===== src/rtl/minisys_pkg.sv =====
// Shared definitions for the minisys pipeline: access sizes, MEM-stage state and
// the byte-lane helpers used on the data bus.
package minisys_pkg;

  localparam logic [1:0] SZ_BYTE = 2'b00;
  localparam logic [1:0] SZ_HALF = 2'b01;
  localparam logic [1:0] SZ_WORD = 2'b10;

  localparam int DEFAULT_MAX_WAIT = 15;

  typedef enum logic {
    IDLE = 1'b0,
    WAIT = 1'b1
  } state_t;

  // Size code 11 falls into the word case everywhere.
  function automatic logic is_misaligned(input logic [1:0] size, input logic [1:0] a);
    case (size)
      SZ_BYTE: return 1'b0;
      SZ_HALF: return a[0];
      default: return a != 2'b00;
    endcase
  endfunction

  function automatic logic [3:0] byte_enable(input logic [1:0] size, input logic [1:0] a);
    case (size)
      SZ_BYTE: return 4'b0001 << a;
      SZ_HALF: return a[1] ? 4'b1100 : 4'b0011;
      default: return 4'b1111;
    endcase
  endfunction

  function automatic logic [31:0] store_lanes(input logic [1:0] size, input logic [31:0] wdata);
    case (size)
      SZ_BYTE: return {4{wdata[7:0]}};
      SZ_HALF: return {2{wdata[15:0]}};
      default: return wdata;
    endcase
  endfunction

endpackage


===== src/rtl/load_align.sv =====
// Load data alignment: picks the addressed lane out of the bus word and
// sign- or zero-extends it to 32 bits.
module load_align
  import minisys_pkg::*;
(
  input  logic [31:0] rdata,
  input  logic [1:0]  addr,
  input  logic [1:0]  size,
  input  logic        is_unsigned,
  output logic [31:0] data
);

  logic [7:0]  byte_lane;
  logic [15:0] half_lane;

  always_comb begin
    byte_lane = rdata[{addr, 3'b000} +: 8];
    half_lane = addr[1] ? rdata[31:16] : rdata[15:0];
    case (size)
      SZ_BYTE: data = is_unsigned ? {24'h0, byte_lane} : {{24{byte_lane[7]}}, byte_lane};
      SZ_HALF: data = is_unsigned ? {16'h0, half_lane} : {{16{half_lane[15]}}, half_lane};
      default: data = rdata;
    endcase
  end

endmodule


===== src/rtl/mem_access.sv =====
// Pipeline MEM stage: runs one load/store at a time on the req/ack data bus,
// flags misaligned and timed-out accesses and registers the MEM/WB values.
module mem_access
  import minisys_pkg::*;
#(
  parameter int MAX_WAIT = DEFAULT_MAX_WAIT
) (
  input  logic        clock,
  input  logic        resetn,
  input  logic        ex_valid,
  output logic        ex_ready,
  input  logic        ex_mem_read,
  input  logic        ex_mem_write,
  input  logic [1:0]  ex_size,
  input  logic        ex_unsigned,
  input  logic [31:0] ex_addr,
  input  logic [31:0] ex_wdata,
  input  logic [31:0] ex_alu_result,
  input  logic [31:0] ex_cp0_data,
  input  logic        ex_mfc0,
  input  logic        ex_reg_write,
  input  logic [4:0]  ex_wreg,
  output logic        mem_req,
  output logic        mem_we,
  output logic [31:0] mem_addr,
  output logic [3:0]  mem_be,
  output logic [31:0] mem_wdata,
  input  logic        mem_ack,
  input  logic [31:0] mem_rdata,
  output logic        wb_valid,
  output logic [31:0] wb_read_data,
  output logic [31:0] wb_alu_result,
  output logic [31:0] wb_cp0_data,
  output logic        wb_MemIOtoReg,
  output logic        wb_Mfc0,
  output logic        wb_reg_write,
  output logic [4:0]  wb_wreg,
  output logic        addr_err,
  output logic        bus_err,
  output logic        err_store,
  output logic [31:0] bad_vaddr
);

  localparam int CNT_W = $clog2(MAX_WAIT + 1);
  // The cycle in which the counter holds this value is the last one an ack may arrive in.
  localparam logic [CNT_W-1:0] LAST_CNT = CNT_W'(MAX_WAIT - 1);

  state_t           state_reg, state_next;
  logic [CNT_W-1:0] cnt_reg;
  logic [31:0]      addr_reg, alu_reg, cp0_reg;
  logic [1:0]       size_reg;
  logic             unsigned_reg, load_reg, mfc0_reg, reg_write_reg;
  logic [4:0]       wreg_reg;
  logic             accept, is_mem, misaligned, mem_start, ack_done, timeout;
  logic [31:0]      load_data;

  load_align u_load_align (
    .rdata       (mem_rdata),
    .addr        (addr_reg[1:0]),
    .size        (size_reg),
    .is_unsigned (unsigned_reg),
    .data        (load_data)
  );

  always_ff @(posedge clock or negedge resetn) begin
    if (!resetn) state_reg <= IDLE;
    else         state_reg <= state_next;
  end

  always_comb begin
    ex_ready   = (state_reg == IDLE);
    accept     = ex_valid && ex_ready;
    is_mem     = ex_mem_read || ex_mem_write;
    misaligned = is_misaligned(ex_size, ex_addr[1:0]);
    mem_start  = accept && is_mem && !misaligned;
    ack_done   = (state_reg == WAIT) && mem_ack;
    timeout    = (state_reg == WAIT) && !mem_ack && (cnt_reg == LAST_CNT);
    state_next = state_reg;
    case (state_reg)
      IDLE:    if (mem_start) state_next = WAIT;
      WAIT:    if (ack_done || timeout) state_next = IDLE;
      default: state_next = IDLE;
    endcase
  end

  always_ff @(posedge clock or negedge resetn) begin
    if (!resetn) begin
      cnt_reg       <= '0;
      addr_reg      <= '0;
      alu_reg       <= '0;
      cp0_reg       <= '0;
      size_reg      <= '0;
      unsigned_reg  <= 1'b0;
      load_reg      <= 1'b0;
      mfc0_reg      <= 1'b0;
      reg_write_reg <= 1'b0;
      wreg_reg      <= '0;
      mem_req       <= 1'b0;
      mem_we        <= 1'b0;
      mem_addr      <= '0;
      mem_be        <= '0;
      mem_wdata     <= '0;
      wb_valid      <= 1'b0;
      wb_read_data  <= '0;
      wb_alu_result <= '0;
      wb_cp0_data   <= '0;
      wb_MemIOtoReg <= 1'b0;
      wb_Mfc0       <= 1'b0;
      wb_reg_write  <= 1'b0;
      wb_wreg       <= '0;
      addr_err      <= 1'b0;
      bus_err       <= 1'b0;
      err_store     <= 1'b0;
      bad_vaddr     <= '0;
    end else begin
      wb_valid <= 1'b0;
      addr_err <= 1'b0;
      bus_err  <= 1'b0;
      if (accept && !mem_start) begin
        // Non-memory and misaligned instructions retire straight from IDLE.
        wb_valid      <= 1'b1;
        wb_read_data  <= '0;
        wb_alu_result <= ex_alu_result;
        wb_cp0_data   <= ex_cp0_data;
        wb_MemIOtoReg <= 1'b0;
        wb_Mfc0       <= ex_mfc0;
        wb_wreg       <= ex_wreg;
        wb_reg_write  <= ex_reg_write && !is_mem;
        if (is_mem) begin
          addr_err  <= 1'b1;
          err_store <= ex_mem_write;
          bad_vaddr <= ex_addr;
        end
      end
      if (mem_start) begin
        cnt_reg       <= '0;
        addr_reg      <= ex_addr;
        alu_reg       <= ex_alu_result;
        cp0_reg       <= ex_cp0_data;
        size_reg      <= ex_size;
        unsigned_reg  <= ex_unsigned;
        load_reg      <= ex_mem_read;
        mfc0_reg      <= ex_mfc0;
        reg_write_reg <= ex_reg_write;
        wreg_reg      <= ex_wreg;
        mem_req       <= 1'b1;
        mem_we        <= ex_mem_write;
        mem_addr      <= {ex_addr[31:2], 2'b00};
        mem_be        <= byte_enable(ex_size, ex_addr[1:0]);
        mem_wdata     <= store_lanes(ex_size, ex_wdata);
      end
      if (ack_done || timeout) begin
        mem_req       <= 1'b0;
        mem_we        <= 1'b0;
        wb_valid      <= 1'b1;
        wb_alu_result <= alu_reg;
        wb_cp0_data   <= cp0_reg;
        wb_Mfc0       <= mfc0_reg;
        wb_wreg       <= wreg_reg;
        wb_read_data  <= (ack_done && load_reg) ? load_data : 32'h0;
        wb_MemIOtoReg <= ack_done && load_reg;
        wb_reg_write  <= ack_done && load_reg && reg_write_reg;
        if (timeout) begin
          bus_err   <= 1'b1;
          err_store <= !load_reg;
          bad_vaddr <= addr_reg;
        end
      end else if (state_reg == WAIT) begin
        cnt_reg <= cnt_reg + CNT_W'(1);
      end
    end
  end

endmodule


===== config.mk =====
export PLATFORM = sky130hd
export DESIGN_NAME = mem_access
export DESIGN_NICKNAME = d
export VERILOG_FILES = /design/src/rtl/minisys_pkg.sv /design/src/rtl/load_align.sv /design/src/rtl/mem_access.sv
export SDC_FILE = /design/constraint.sdc
export NUM_CORES = 1
export LEC_CHECK = 0
export BUFFER_PORTS_ARGS = -buffer_cell sky130_fd_sc_hd__buf_2
export CORE_AREA = 2 2 213 215
export CTS_CLUSTER_SIZE = 30
export DETAILED_ROUTE_END_ITERATION = 12
export DIE_AREA = 0 0 215 217
export PLACE_DENSITY = 0.53
export SYNTH_ARGS = -nofsm -noshare
export SYNTH_HDL_FRONTEND = slang
export SYNTH_HIERARCHICAL = 1
export SYNTH_SLANG_ARGS = --single-unit

===== constraint.sdc =====
create_clock -name clock -period 2.23 [get_ports clock]
set_clock_uncertainty 0.15 [all_clocks]
set_input_delay 0.446 -clock clock [delete_from_list [all_inputs] [get_ports clock]]
set_output_delay 0.446 -clock clock [all_outputs]
set_load 0.05 [all_outputs]

Word level (Yosys, flattened, before mapping)
Cells that the tools add are included.
Operators by class
  reduce and logical (&&, ||, !) cells: 22
  div/mod/pow operators: 0
  $lt $le $gt $ge: 0
  mux-type cells: 47
  multipliers: 0
  bitwise gates (word level): 1
  add/subtract/negate cells: 1
  equality and inequality tests: 3
  shift-type cells: 2
Operator list (count)
  32-bit two-way mux: 13
  32-bit case mux with 2 select lines: 2
  32-bit by 6-bit variable part select with 8-bit output: 1
  1-bit two-way mux: 22
  16-bit two-way mux: 1
  4-bit two-way mux: 4
  1-bit logical AND: 10
  5-bit two-way mux: 2
  4-bit case mux with 2 select lines: 1
  2-bit nonzero test: 3
  1-bit zero test: 5
  4-bit by 1-bit adder with 4-bit output (second input constant): 1
  2-bit by 1-bit equality test with 1-bit output (second input constant): 2
  4-bit equality test (second input constant): 1
  2-bit zero test: 2
  1-bit case mux with 2 select lines: 2
  1-bit by 2-bit left shift with 4-bit output (first input constant): 1
  1-bit logical OR: 2
  1-bit NOT: 1
Word-level totals
  bits in latches: 0
  memories kept: 0
  RAM bits: 0
  logic and storage cells: 104
  register bits after elaboration: 320
  output and inout port bits: 211
  ROM bits: 0

Longest topological paths before layout
  depth in word-level cells: 9
  depth in mapped cells: 9
  gate-level depth less buffers: 7

Modules after synthesis
Netlist, hierarchy kept.
Modules (own cells, without submodules)
  mem_access: area each 12534.5 µm², cells an instance 1159, instances 1
  load_align: area each 694.4 µm², cells an instance 122, instances 1

Worst setup path after synthesis
No wires, ideal clock.
  path kind: reg2reg
  start: reg cnt_reg[0]
  end: reg wb_cp0_data[10]
  setup time: 128 ps
  buffers on the path: 1
  cell stages (with the launch flop): 8
  data arrival time: 2127 ps
  path slack: -175 ps
  data required time: 1952 ps
  cell sequence: dfrtp_1 > inv_1 > ha_1 > and3_1 > o21ai_1 > clkbuf_1 > mux2_2 > mux2_1
On the way
  longest elaborated chain between the ends: 4
Ends and longest elaborated chain
  from (decl): line mem_access.sv:49  | logic [CNT_W-1:0] cnt_reg;
  from (signal assigned): line mem_access.sv:169  | cnt_reg <= cnt_reg + CNT_W'(1);
  4-bit equality test (*): line mem_access.sv:77  | timeout = (state_reg == WAIT) && !mem_ack && (cnt_reg == LAST_CNT);
  1-bit logical AND (*): line mem_access.sv:77
  1-bit logical OR (*): line mem_access.sv:152  | if (ack_done || timeout) begin
  32-bit two-way mux / 2-bit nonzero test (equally long branches)
  to (signal assigned): line mem_access.sv:124  | wb_cp0_data <= ex_cp0_data;
  to (signal assigned): line mem_access.sv:157  | wb_cp0_data <= cp0_reg;
  to (decl): line mem_access.sv:33  | output logic [31:0] wb_cp0_data,
Every way passes the cells marked *; elsewhere a longest branch is shown, timed or not.
A chain may end at the register's enable or synchronous reset.

Final worst setup path
  start: reg cnt_reg[0]
  end: reg wb_cp0_data[25]
Same word-level chain as after synthesis.

==> impl_metrics.csv <==
group,metric,value,unit
logic_synthesis,ys.flop_type,"dfrtp_1",
routing,drt-pass1-iter-count,5,
logic_synthesis,synth_edf_count,0,
power,leakage,9.838,nW
die,die_y,217,um
power,irDropWorstVdd,0.0008230,V
logic_synthesis,ys_types,50,
worst_setup_path,critPathCaptureType,"flip-flop",
timing,slew_viol_final,0,
worst_setup_path,cp_top_family,"multiplexers",
worst_setup_path,crit_path_start_kind,"flip-flop",
routing,drc,0,
timing,grt_setup_unrepaired,"true",
clock_network,clock_path_buffers,3,
worst_setup_path,cpPeakStageDelay,0.36,ns
flow_run,drv_cap,0,
grt,grt_max_degree,93,
placed_design,place_hpwl,26980,um
logic_synthesis,synth_top_area_share,54.86,%
worst_setup_path,arrival,2.46,ns
worst_setup_path,crit_path_top_delay_cell,"dfrtp_1",
worst_setup_path,path_cells,"inv_2, ha_4, and3_4, o21ai_4, buf_12, clkbuf_16, mux2_4, mux2_4",
grt,first_global_vias,11190,
die,die_w,215,um
layout,diodes,0,
placed_design,numPortBuffers,384,
logic_synthesis,synth_top_area_cell,"dfrtp_1",
logic_synthesis,async_flop_share,100.0,%
clock_network,cts_made_buffers,36,
logic_synthesis,yosys.cell_count.top_type,"nand2_1",
layout,drive_above_1_share,36.41,%
routing,routed_wl,41820,um
logic_synthesis,ys_ff_latch,290,
grt,grt_use_total,17.17,%
worst_setup_path,r2r_cells,8,
outcome,status,"completed",
logic_synthesis,avgSynthCellArea,10.33,sq um
worst_setup_path,startpoint,"cnt_reg[0]",
clock_network,worstSkewPairLatency,0.53,ns
grt,grt_pass1_wl,63870,um
placed_design,gp_congestion,0.8078,
routing,ant_nets,0,
grt,gr-total-overflow,0,
clock_network,clk_root_buffer_cell,"clkbuf_16",
worst_setup_path,rr_startpoint,"cnt_reg[0]",
worst_setup_path,crit_path_max_fanout,8,
logic_synthesis,syn_inst,1281,
clock_network,cts_tree,"yes",
clock_network,clk_pin_slew_worst_paths,0.06,ns
worst_setup_path,cp.required,2.49,ns
worst_setup_path,cp-endpoint,"wb_cp0_data[25]",
worst_setup_path,rrSetupSlack,0.03,ns
layout,fin_area,18930,sq um
timing,tns,0,ns
worst_setup_path,path_class,"reg2reg",
timing,max_freq,453.8,MHz
worst_setup_path,cpMostUsedCell,"mux2_4",
timing,period_share,98.81,%
clock_network,h-tree-depth,2,
placed_design,dpl_cell_area,15920,sq um
die,dieArea,46660,sq um
worst_setup_path,critical_path_depth,8,
layout,syn2layout_area_growth,43.11,%
grt,antenna_found_initial,0,
routing,drt-wirelength-per-cell,17.51,um
die,io_pins,387,
timing,setup_violations,0,
logic_synthesis,synth_area,13230,sq um
die,start_util,29.60,%
layout,final_nets,1943,
clock_network,cts_num_sinks,290,
routing,drt-initial-drc-count,638,
logic_synthesis,yosysSeqAreaShare,54.86,%
die,num_rows,78,
routing,num_vias,11020,
timing,slew_headroom,56.36,%
logic_synthesis,synth.top_cells.by_count,"nand2_1 (459), dfrtp_1 (290), mux2_1 (71)",
worst_setup_path,worst-path-buf-inv,3,
logic_synthesis,yosys_warnings,6,
timing,period_minus_slack,2.204,ns
die,coreArea,44700,sq um
logic_synthesis,ys_top_cells_by_area,"dfrtp_1 (55%), nand2_1 (13%), mux2_1 (6.0%)",
min_path,hold_path_class,"in2reg",
timing,tightestPinTransition,0.6532,ns
power,p_per_area,1130,nW/um^2
routing,vias_per_cell,4.613,
timing,hold_violations,0,
worst_setup_path,reg2reg_to,"wb_cp0_data[25]",
-- how the worst min path moves through the flow --
| stage | start | endpoint | slack (ns) | cells after the start |
|---|---|---|---|---|
| 4_1_cts | ex_wdata[31] | mem_wdata[31] | 0.01 | 3 |
| 2_1_floorplan | resetn | addr_err | 0.0004 | 0 |
| 6_report | ex_wdata[30] | mem_wdata[30] | 0.06 | 3 |
| 3_5_place_dp | resetn | addr_reg[8] | 0.24 | 1 |
| 5_1_grt | ex_wdata[24] | mem_wdata[24] | 0.03 | 3 |
| 3_3_place_gp | resetn | addr_reg[8] | 0.23 | 1 |
-- metrics by stage --
stage	total power, mW	util (%)	worst slack, ns	cells	hold slack, ns
finish	21.39	42.36	0.02643	2388	0.05849
floorplan	12.74	-	0.03836	1282	0.0004089
detailed placement	14.75	35.62	-0.04732	2208	0.2357
CTS	21.13	41.05	-0.05715	2382	0.01069
global route	22.48	42.36	-0.04444	2388	0.03363
global placement	14.65	35.62	-0.04702	2208	0.2348
-- kinds of logic (layout without fill, tap and decap cells) --
group | after synthesis | after routing | share of synthesized area [%]
AOI/OAI and AO/OA | 154 | 154 | 7.822
xor gates and xnor gates | 2 | 2 | 0.1324
adders and majority gates | 2 | 2 | 0.1891
buffers and inverters | 119 | 625 | 4.947
DFF | 290 | 290 | 54.86
muxes | 201 | 201 | 16.58
other | 1 | 2 | 0.02835
and+or+nand+nor | 512 | 512 | 15.45
-- tightest hold or removal path: cells and delay by family --
kind	cells	cell delay, ns
buffers and inverters	1	0.07
AO/OA/AOI/OAI	2	0.18
-- what timing repair did --
action	in CTS	in global routing
resized for setup	17	124
setup endpoints to repair	64	71
hold buffers	111	0
buffers inserted	1	2
pin swaps	0	1
cloned	1	5
endpoints found under the hold margin	147	0
-- cell usage in the layout (no fill, tap or decap), drive strengths merged, types with 3 or more instances in the layout --
cell	instances
nand2	460
o21ai	69
nor2	17
a21o	6
a221o	8
clkinv	4
buf	441
dlygate4sd3	111
o22a	4
nand3b	3
nand2b	7
mux2	142
inv	7
nor2b	9
a22o	32
bufinv	3
a2bb2oi	4
a22oi	5
a21oi	15
mux2i	59
dfrtp	290
clkbuf	59
nand3	7
-- per-layer routing --
layer / vias to the layer above / part of all wire (%) / track usage (%) / wire, um
li1: 5212 / - / - / -
met1: 5378 / 45 / 23.08 / 18950
met2: 369 / 45 / 27.21 / 19000
met3: 57 / 6.9 / 4.710 / 2894
met4: 0 / 2.3 / 4.874 / 977
met5: - / 0 / 0 / 0
-- layout make-up --
class,instances,area (sq um)
Sequential cell,290,7257
Multi-Input combinational cell,873,5836
Fill cell,4343,25770
Inverter,7,28.78
Tap cell,600,750.7
Clock buffer,54,1100
Timing Repair Buffer,557,3850
Clock inverter,7,110.1
-- power by group --
| group | total (mW) | leakage [nW] | internal (mW) | switching, mW |
|---|---|---|---|---|
| sequential | 7.37 | 3.59 | 6.55 | 0.822 |
| clock | 6.00 | 0.600 | 3.73 | 2.27 |
| combinational | 8.02 | 5.65 | 2.51 | 5.50 |
Note: power is estimated with default switching activity, not from simulation.
